[src/rtl/hdmi_audio_scheduler_if.sv]
// Stereo PCM handshake between the sound core (producer) and the HDMI audio scheduler.
interface hdmi_audio_scheduler_if #(
    parameter int W = 16
);
    logic         in_valid;
    logic         in_ready;
    logic [W-1:0] in_left;
    logic [W-1:0] in_right;

    modport master (output in_valid, in_left, in_right, input in_ready);
    modport slave  (input in_valid, in_left, in_right, output in_ready);
endinterface

[src/rtl/hdmi_audio_scheduler.sv]
// Buffers stereo PCM, derives clk_audio from clk with a fractional accumulator and
// presents sample words to the HDMI block with priming, underflow recovery and muting.
module hdmi_audio_scheduler #(
    parameter int CLK_HZ          = 27000000,
    parameter int AUDIO_RATE      = 44100,
    parameter int AUDIO_BIT_WIDTH = 16,
    parameter int FIFO_DEPTH      = 8
) (
    input  logic                             clk,
    input  logic                             reset_n,
    input  logic                             enable,
    hdmi_audio_scheduler_if.slave            aud,
    output logic                             clk_audio,
    output logic [AUDIO_BIT_WIDTH-1:0]       audio_sample_word [2],
    output logic                             include_audio,
    output logic [$clog2(FIFO_DEPTH):0]      fifo_level,
    output logic [7:0]                       underflow_count
);
    localparam int ACC_W = $clog2(CLK_HZ) + 1;
    localparam int PTR_W = $clog2(FIFO_DEPTH);
    localparam int LVL_W = PTR_W + 1;
    localparam logic [ACC_W-1:0] ACC_STEP  = ACC_W'(2 * AUDIO_RATE);
    localparam logic [ACC_W-1:0] ACC_LIMIT = ACC_W'(CLK_HZ);
    localparam logic [LVL_W-1:0] LVL_FULL  = LVL_W'(FIFO_DEPTH);
    localparam logic [LVL_W-1:0] LVL_HALF  = LVL_W'(FIFO_DEPTH / 2);

    localparam logic [1:0] ST_IDLE  = 2'd0;
    localparam logic [1:0] ST_PRIME = 2'd1;
    localparam logic [1:0] ST_RUN   = 2'd2;

    logic [ACC_W-1:0]           acc;
    logic [ACC_W-1:0]           acc_n;
    logic                       tick;
    logic                       fall_tick;
    logic [1:0]                 state;
    logic [PTR_W-1:0]           wr_ptr;
    logic [PTR_W-1:0]           rd_ptr;
    logic [AUDIO_BIT_WIDTH-1:0] mem_l [FIFO_DEPTH];
    logic [AUDIO_BIT_WIDTH-1:0] mem_r [FIFO_DEPTH];
    logic [AUDIO_BIT_WIDTH-1:0] word_l;
    logic [AUDIO_BIT_WIDTH-1:0] word_r;
    logic                       push;
    logic                       pop;

    // acc_n cannot overflow: acc < CLK_HZ and 2*AUDIO_RATE < CLK_HZ
    assign acc_n     = acc + ACC_STEP;
    assign tick      = (acc_n >= ACC_LIMIT);
    assign fall_tick = tick & clk_audio;

    assign aud.in_ready = (state != ST_IDLE) && (fifo_level != LVL_FULL);
    assign push = aud.in_valid & aud.in_ready;
    assign pop  = enable && (state == ST_RUN) && fall_tick && (fifo_level != '0);

    assign audio_sample_word[0] = word_l;
    assign audio_sample_word[1] = word_r;

    always_ff @(posedge clk or negedge reset_n) begin
        if (!reset_n) begin
            acc       <= '0;
            clk_audio <= 1'b0;
        end else begin
            acc <= tick ? (acc_n - ACC_LIMIT) : acc_n;
            if (tick) clk_audio <= ~clk_audio;
        end
    end

    // Sample storage carries no reset; pointers and level define validity
    always_ff @(posedge clk) begin
        if (push) begin
            mem_l[wr_ptr] <= aud.in_left;
            mem_r[wr_ptr] <= aud.in_right;
        end
    end

    always_ff @(posedge clk or negedge reset_n) begin
        if (!reset_n) begin
            state           <= ST_IDLE;
            wr_ptr          <= '0;
            rd_ptr          <= '0;
            fifo_level      <= '0;
            include_audio   <= 1'b0;
            word_l          <= '0;
            word_r          <= '0;
            underflow_count <= '0;
        end else if (!enable) begin
            state         <= ST_IDLE;
            wr_ptr        <= '0;
            rd_ptr        <= '0;
            fifo_level    <= '0;
            include_audio <= 1'b0;
            word_l        <= '0;
            word_r        <= '0;
        end else begin
            if (push) wr_ptr <= wr_ptr + PTR_W'(1);
            if (pop)  rd_ptr <= rd_ptr + PTR_W'(1);
            fifo_level <= fifo_level + LVL_W'(push) - LVL_W'(pop);
            case (state)
                ST_IDLE: begin
                    state         <= ST_PRIME;
                    include_audio <= 1'b1;
                end
                ST_PRIME: begin
                    if (fall_tick) begin
                        word_l <= '0;
                        word_r <= '0;
                    end
                    if (fifo_level >= LVL_HALF) state <= ST_RUN;
                end
                ST_RUN: begin
                    if (fall_tick) begin
                        if (fifo_level != '0) begin
                            word_l <= mem_l[rd_ptr];
                            word_r <= mem_r[rd_ptr];
                        end else begin
                            word_l <= '0;
                            word_r <= '0;
                            state  <= ST_PRIME;
                            if (underflow_count != 8'hFF) underflow_count <= underflow_count + 8'd1;
                        end
                    end
                end
                default: begin
                    state         <= ST_IDLE;
                    include_audio <= 1'b0;
                end
            endcase
        end
    end
endmodule

[src/flat_wrapper.sv]
// flat-port wrapper written by rule: the top's interface ports become plain ports
module hdmi_audio_scheduler_flat 
#(
    parameter int CLK_HZ          = 27000000,
    parameter int AUDIO_RATE      = 44100,
    parameter int AUDIO_BIT_WIDTH = 16,
    parameter int FIFO_DEPTH      = 8
)
  (clk, reset_n, enable, clk_audio, audio_sample_word, include_audio, fifo_level, underflow_count, aud_in_valid, aud_in_left, aud_in_right, aud_in_ready);
  hdmi_audio_scheduler_if #(.W((16))) aud_i ();
  input  logic clk;
  input  logic reset_n;
  input  logic enable;
  output logic clk_audio;
  output logic [AUDIO_BIT_WIDTH-1:0] audio_sample_word[2];
  output logic include_audio;
  output logic [$clog2(FIFO_DEPTH):0] fifo_level;
  output logic [7:0] underflow_count;
  input wire logic [$bits(aud_i.in_valid)-1:0] aud_in_valid;
  input wire logic [$bits(aud_i.in_left)-1:0] aud_in_left;
  input wire logic [$bits(aud_i.in_right)-1:0] aud_in_right;
  output wire logic [$bits(aud_i.in_ready)-1:0] aud_in_ready;
  assign aud_i.in_valid = aud_in_valid;
  assign aud_i.in_left = aud_in_left;
  assign aud_i.in_right = aud_in_right;
  assign aud_in_ready = aud_i.in_ready;
  hdmi_audio_scheduler #(.CLK_HZ(CLK_HZ), .AUDIO_RATE(AUDIO_RATE), .AUDIO_BIT_WIDTH(AUDIO_BIT_WIDTH), .FIFO_DEPTH(FIFO_DEPTH)) u_core (.clk(clk), .reset_n(reset_n), .enable(enable), .aud(aud_i), .clk_audio(clk_audio), .audio_sample_word(audio_sample_word), .include_audio(include_audio), .fifo_level(fifo_level), .underflow_count(underflow_count));
endmodule
[config.mk]
export PLATFORM = sky130hd
export DESIGN_NAME = hdmi_audio_scheduler_flat
export DESIGN_NICKNAME = d
export VERILOG_FILES = /design/src/rtl/hdmi_audio_scheduler_if.sv /design/src/rtl/hdmi_audio_scheduler.sv /design/src/flat_wrapper.sv
export SDC_FILE = /design/constraint.sdc
export NUM_CORES = 1
export LEC_CHECK = 0
export ABC_AREA = 0
export BUFFER_PORTS_ARGS = -buffer_cell sky130_fd_sc_hd__buf_2
export CORE_MARGIN = 5
export CORE_UTILIZATION = 50
export CTS_CLUSTER_DIAMETER = 30
export DETAILED_ROUTE_END_ITERATION = 7
export PLACE_DENSITY = 0.71
export SLEW_MARGIN = 15
export SYNTH_ARGS = -nofsm -noshare
export SYNTH_HDL_FRONTEND = slang
export SYNTH_SLANG_ARGS = --single-unit
export TNS_END_PERCENT = 10
[constraint.sdc]
create_clock -name clk -period 6.4 [get_ports clk]
set_input_delay 1.28 -clock clk [delete_from_list [all_inputs] [get_ports clk]]
set_output_delay 1.28 -clock clk [all_outputs]
set_load 0.01 [all_outputs]
==> results.ini, run 1 <==
[status]
outcome=complete, no violations

[final_layout]
fin_cells=1362
layout-area-overhead-vs-synth_pct=22.45
fin_nets=983
nFillCells=1937
diodes=0
layout-drive-gt1-share=0.2998

[worst_setup_path]
crit_fanout=37
path_cells=ha_1, a31oi_1, o21ai_0, xor2_1, and3_1, nor3b_2, a221oi_1, o21ai_1, nand4_4, inv_1, ha_1, inv_1, ha_1, fa_1, xor2_1, and2_1
cp_data_arrival_time_ps=5320
startpoint_type=flip-flop
critPathMaxStageDelay_ps=670
critPathKind=reg2reg
crit_top_cell=ha_1
endpoint_kind=flip-flop
slowest_stage=nand4_4
cp.required_ps=6820

[clock_tree]
clkSinkCount=333
htree_levels=3
hold_buffers=0
clk_latency_ps=590
clkSlewWorstSetupHoldPaths_ps=40
cts-buffers-inserted=66
clockBufferDepth=3
cts_tree=done
clockRootBuffer=clkbuf_16
post-cts-setup-buffers=0
postCtsResizedCells=0

[detailed_routing]
drc=0
drtIter0Drc=506
drtAntennaViolNets=0
wl_per_cell_um=21.83
vias=7731
wirelength_um=29730
drtPass1Iterations=5
vias_per_cell=5.676

[synth]
syn_nets=863
synth_edf_count=256
synth_top_area_frac=0.5498
syn_inst=811
synth_top_area_cell=edfxtp_1
ys.flop_type=edfxtp_1
yosys-top-cells-area=edfxtp_1 55%, dfrtp_1 14%, mux4_2 10%
synthDistinctLibCells=73
yosysSeqAreaShare=0.6876
synthArstFlopShare=0.2312
yosysWarningCount=0
ys_ff_latch=333
syn_area_mm2=0.01398
syn_area_per_cell_um2=17.24

[sta]
final.setup.tns_ps=0
relSlewSlack=0.3541
skew_ps=61.16
finalCriticalPeriod_ps=4904
hold_viol_final=0
setup_viol=0
grt_setup_unrepaired=false
worst_pin_slew_ps=968.9
drv_slew=0
fin_crit_sh=0.7662
fmax_mhz=203.9

[global_route]
antenna_found_initial=3
grtUsageTotal=0.1945
grt.overflow.total=0
grt_pass1_vias=8213
grt_max_degree=67
grt_first_pass_wirelength_um=46800

[floorplan]
die_height_um=177.2
die_x_um=177.2
initial_core_util=0.5047
boundaryPins=83
core_area_mm2=0.02771
die-area_mm2=0.03141
rows=61

[pwr]
ir_worst_vdd_mv=0.3136
power.density_mw_per_mm2=365.7
power.total_mw=6.261
p_leak_nw=6.159

[place]
portBuffers=82
dpl.cell_count=1241
hpwl_um=15850
routabilityCongestion=0.8463

[min_path]
worstHoldPathType=reg2reg

[flow_run]
cap_violations=0

-- stage by stage --
stage                     hold WS, ps  setup slack, ps    util  cell area [µm²]
after CTS                       483.4             1525  0.6180            17120
final                           481.2             1496  0.6180            17120
after detailed placement        468.6             1604  0.5352            14830
after global routing            490.5             1083  0.6180            17120
after global placement          468.2             1762  0.5352            14830
after floorplan                 491.3             1069       -            13980
-- placed cells by master, fill, tap and decap left out, types with 7 or more instances in the layout --
cell	Yosys	layout
a21oi_1	13	13
and2_1	10	10
and3_1	7	7
buf_2	13	81
buf_4	2	15
clkbuf_1	20	11
clkbuf_16	0	66
clkinv_16	0	7
clkinvlp_4	0	7
dfrtp_1	77	74
edfxtp_1	256	256
ha_1	15	15
inv_1	21	21
inv_6	0	8
mux2i_1	37	37
mux4_2	64	64
nand2_1	33	33
nand3_1	14	14
nand4_1	8	8
nor2_1	24	23
nor3_1	10	7
o211ai_1	8	8
o21ai_0	9	9
o2bb2ai_1	32	32
xnor2_1	28	28
xor2_1	19	19
-- kinds of logic after synthesis --
logic type	Yosys count	share of synthesized area
and+or+nand+nor	140	0.05593
xor gates and xnor gates	47	0.02944
DFF	333	0.6876
AOI/OAI and AO/OA	107	0.06130
buffers and inverters	65	0.01969
muxes	103	0.1312
adders and majority gates	16	0.01485
-- sequential cells by signal, indices dropped and copies added (netlist names) --
register / cells
u_core.wr_ptr: 3
u_core.mem_l: 128
u_core.rd_ptr: 3
u_core.state: 2
u_core.mem_r: 128
u_core.word_r: 16
u_core.acc: 23
u_core.underflow_count: 8
u_core.fifo_level: 4
u_core.clk_audio: 1
u_core.include_audio: 1
u_core.word_l: 16
-- area by class of cell --
cell class                 count  area, µm²  share of cell area
inverter                      21      78.83            0.004604
timing repair buffer          96      518.0             0.03025
sequential                   333       9620              0.5619
clock buffer                  81       1748              0.1021
multi-input combinational    413       4138              0.2417
clock inverter                40      545.5             0.03186
tap                          378      473.0             0.02762
-- routing by layer --
metal	share of wire	global-route usage	vias to the layer above
met5	0.0011	0	-
met2	0.51	0.3250	240
li1	-	-	3460
met1	0.41	0.2549	3961
met3	0.055	0.04102	64
met4	0.024	0.06995	6
-- final timing paths --
path,start,end,slack [ps],cells after the start
worst max register to register,u_core.acc[3]$_DFF_PN0_,u_core.fifo_level[2]$_DFF_PN0_,1500,16
worst min register to register,u_core.word_l[4]$_DFFE_PN0P_,u_core.word_l[4]$_DFFE_PN0P_,480,1
worst min-delay path,u_core.word_l[4]$_DFFE_PN0P_,u_core.word_l[4]$_DFFE_PN0P_,480,1
min in group asynchronous,reset_n,u_core.word_r[6]$_DFFE_PN0P_,640,1
max in group asynchronous,reset_n,u_core.rd_ptr[0]$_DFFE_PN0P_,4590,2
worst max-delay path,u_core.acc[3]$_DFF_PN0_,u_core.fifo_level[2]$_DFF_PN0_,1500,16
-- worst max-delay path: cells and delay by family (launching register included) --
family	cells	cell delay, ps
buffers and inverters	2	250
AND/OR/NAND/NOR	4	1340
adder cells (fa/ha/maj)	4	1110
flip-flops	1	440
XOR/XNOR	2	440
AO/OA/AOI/OAI	4	1170
-- where the power goes --
part	internal, mW	switching (mW)
combinational	0.146	0.236
clock	2.17	1.22
sequential	2.45	0.0403
total	4.77	1.49
-- synthesized netlist by cell type, drive strengths merged (8+ instances only) --
master and count:
edfxtp 256, dfrtp 77, mux4 64, mux2i 37, nand2 33, o2bb2ai 32, xnor2 28, buf 24
nor2 24, inv 21, clkbuf 20, xor2 19, ha 15, a21oi 14, nand3 14, o21ai 11
and2 10, nor3 10, nand4 9, o211ai 8
(Power assumes the default switching activity.)
==> run 2: changes to the inputs <==
--- a/config.mk
+++ b/config.mk
@@ -11,7 +11,7 @@
 export CORE_UTILIZATION = 50
 export CTS_CLUSTER_DIAMETER = 30
 export DETAILED_ROUTE_END_ITERATION = 7
-export PLACE_DENSITY = 0.71
+export PLACE_DENSITY = 0.73
 export SLEW_MARGIN = 15
 export SYNTH_ARGS = -nofsm -noshare
 export SYNTH_HDL_FRONTEND = slang
==> constraint.sdc (replaced) <==
create_clock -name clk -period 4.5 [get_ports clk]
set_input_delay 0.9 -clock clk [delete_from_list [all_inputs] [get_ports clk]]
set_output_delay 0.9 -clock clk [all_outputs]
set_load 0.01 [all_outputs]
==> run 2 against run 1 <==
Sequential share of layout area up 0.90 points. Non-clock buffer count up 5. Clock skew down 33 ps. Total power up 34%. Cell count down 0.73%. Via count down 0.49%. Combinational power up 45%. Worst hold slack worse by 42 ps. Register-to-register slack worse by 1200 ps. Die area unchanged. Critical endpoint unchanged.
==> results.ini, run 2 (synthesis results as in run 1) <==
[status]
outcome=complete, no violations

[sta]
fmax_mhz=239.1  ; +17%
skew_ps=28.20  ; -32.96 ps
final.setup.tns_ps=0  ; unchanged
worst_pin_slew_ps=1038  ; +69.47 ps
hold_viol_final=0  ; unchanged
drv_slew=0  ; unchanged
fin_crit_sh=0.9292  ; +0.1631
grt_setup_unrepaired=false
whs_ps=439.6  ; -41.56 ps
finalCriticalPeriod_ps=4182  ; -721.9 ps
fin_ws_ps=318.4  ; -1178 ps
setup_viol=0  ; unchanged
relSlewSlack=0.3078  ; -0.04631

[pwr]
comb_power_share=0.066  ; +0.005
p_leak_nw=6.043  ; -1.9%
power.density_mw_per_mm2=498.9  ; +36%
switching_share=0.2291  ; -0.009225
internal_power_mw=6.481  ; +36%
pwr-share-seq=0.421  ; +0.023
ir_worst_vdd_mv=0.4278  ; +36%
power_frac_clock=0.514  ; -0.027
switchingPower_mw=1.926  ; +29%

[final_layout]
layout-drive-gt1-share=0.3025  ; +0.002672
layout-area-overhead-vs-synth_pct=20.52
layout_commonest_cell=edfxtp_1
nFillCells=1976  ; +2.0%
reg.largest.list=u_core.mem_l x128, u_core.mem_r x128, u_core.acc x23
mostFrequentLayoutCells=256 x edfxtp_1, 81 x buf_2, 74 x dfrtp_1
fin_nets=977  ; -0.61%

[worst_setup_path]
crit_fanout=10  ; -73%
worstReg2RegStart=u_core.acc[3]$_DFF_PN0_
crit_top_cell=ha_1
cp_data_arrival_time_ps=4630  ; -690 ps
endpoint_kind=flip-flop
path_cells=ha_1, nand3_1, xor2_1, ha_1, or4_1, nand4_1, o221a_2, nor4_2, a31oi_1, o21ai_1, nand4_4, inv_1, ha_1, inv_1, ha_1, fa_1, xor2_1, and2_1
cp_top_family=adder cells
critPathKind=reg2reg
critPathMaxStageDelay_ps=470  ; -200 ps
slowest_stage=or4_1
cp.required_ps=4950  ; -1870 ps
crit_buf_inv=2  ; unchanged
cp-startpoint=u_core.acc[3]$_DFF_PN0_
startpoint_type=flip-flop

[clock_tree]
postCtsResizedCells=0  ; unchanged
hold_buffers=0  ; unchanged
clkSinkCount=333  ; unchanged
htree_levels=2  ; -1
clockBufferDepth=3  ; unchanged
cts-buffers-inserted=55  ; -17%
clkSlewWorstSetupHoldPaths_ps=50  ; about the same
cts_tree=done
clk_latency_ps=580  ; about the same
post-cts-setup-buffers=0  ; unchanged
clockRootBuffer=clkbuf_16

[floorplan]
core_area_mm2=0.02771  ; unchanged
boundaryPins=83  ; unchanged
initial_core_util=0.5047  ; unchanged
rows=61  ; unchanged
die_height_um=177.2  ; unchanged
die_x_um=177.2  ; unchanged
die-area_mm2=0.03141  ; unchanged

[global_route]
grt.overflow.total=0  ; unchanged
grt_pass1_vias=8011  ; -2.5%
grt_max_degree=57  ; -15%
grtUsageTotal=0.1904  ; -0.004130
grt_first_pass_wirelength_um=45580  ; -2.6%
antenna_found_initial=4  ; +1

[flow_run]
cap_violations=0  ; unchanged

[detailed_routing]
drtIter0Drc=643  ; +27%
vias_per_cell=5.690  ; +0.24%
wl_per_cell_um=21.50  ; -1.5%
drc=0  ; unchanged
highest_layer=met5
met1_length_um=11810  ; -2.3%
drtAntennaViolNets=0  ; unchanged
wl_met3_um=2075  ; +27%
wirelength_um=29070  ; -2.2%
wl_met2_um=14370  ; -5.9%
vias=7693  ; -0.49%
drtPass1Iterations=5  ; unchanged

[place]
hpwl_um=16030  ; +1.1%
portBuffers=82  ; unchanged
routabilityCongestion=0.8568  ; +1.2%
post-place-ws_ps=331.3  ; -1272 ps

[min_path]
worstHoldPathType=in2async

==> run 2: path summary, 6_finish.rpt <==
path                            depth (start not counted)  slack [ps]                        endpoint
worst max-delay path                                   18         320  u_core.fifo_level[2]$_DFF_PN0_
worst min-delay path                                    1         440    u_core.word_r[2]$_DFFE_PN0P_
worst max register to register                         18         320  u_core.fifo_level[2]$_DFF_PN0_
worst min register to register                          1         480    u_core.word_r[3]$_DFFE_PN0P_
max in group asynchronous                               2        3240    u_core.word_l[4]$_DFFE_PN0P_
min in group clk                                        1         480    u_core.word_r[3]$_DFFE_PN0P_
==> run 2: metrics by stage <==
stage	total power [mW]	utilization	instances	area, µm²
after floorplan	3.929	-	811	13990
after global placement	4.139	0.5369	1246	14870
after detailed placement	4.153	0.5369	1246	14870
after CTS	8.486	0.6080	1350	16850
after global routing	8.720	0.6081	1351	16850
final	8.407	0.6082	1352	16850
==> run 2: area by class of cell <==
class | instances | area (µm²) | area share
inverter | 21 | 78.83 | 0.004678
clock buffer | 61 | 1429 | 0.08479
sequential | 333 | 9620 | 0.5709
timing repair buffer | 101 | 555.5 | 0.03297
multi-input combinational | 413 | 4146 | 0.2461
antenna | 2 | 5.005 | 0.0002970
clock inverter | 43 | 543.0 | 0.03222
tap | 378 | 473.0 | 0.02807
==> run 2: layer usage <==
| metal | vias to the layer above | GRT usage |
|---|---|---|
| met5 | - | 0 |
| met4 | 6 | 0.06415 |
| met3 | 66 | 0.04443 |
| met2 | 261 | 0.3116 |
| met1 | 3904 | 0.2545 |
| li1 | 3456 | - |
==> run 2: power groups by stage <==
| stage | registers, mW | logic (mW) | clock network [mW] |
|---|---|---|---|
| final | 3.54 | 0.552 | 4.32 |
| after global routing | 3.55 | 0.611 | 4.56 |
| after CTS | 3.54 | 0.564 | 4.38 |
| after detailed placement | 3.60 | 0.557 | 0 |
| after global placement | 3.59 | 0.550 | 0 |
| after floorplan | 3.59 | 0.335 | 0 |
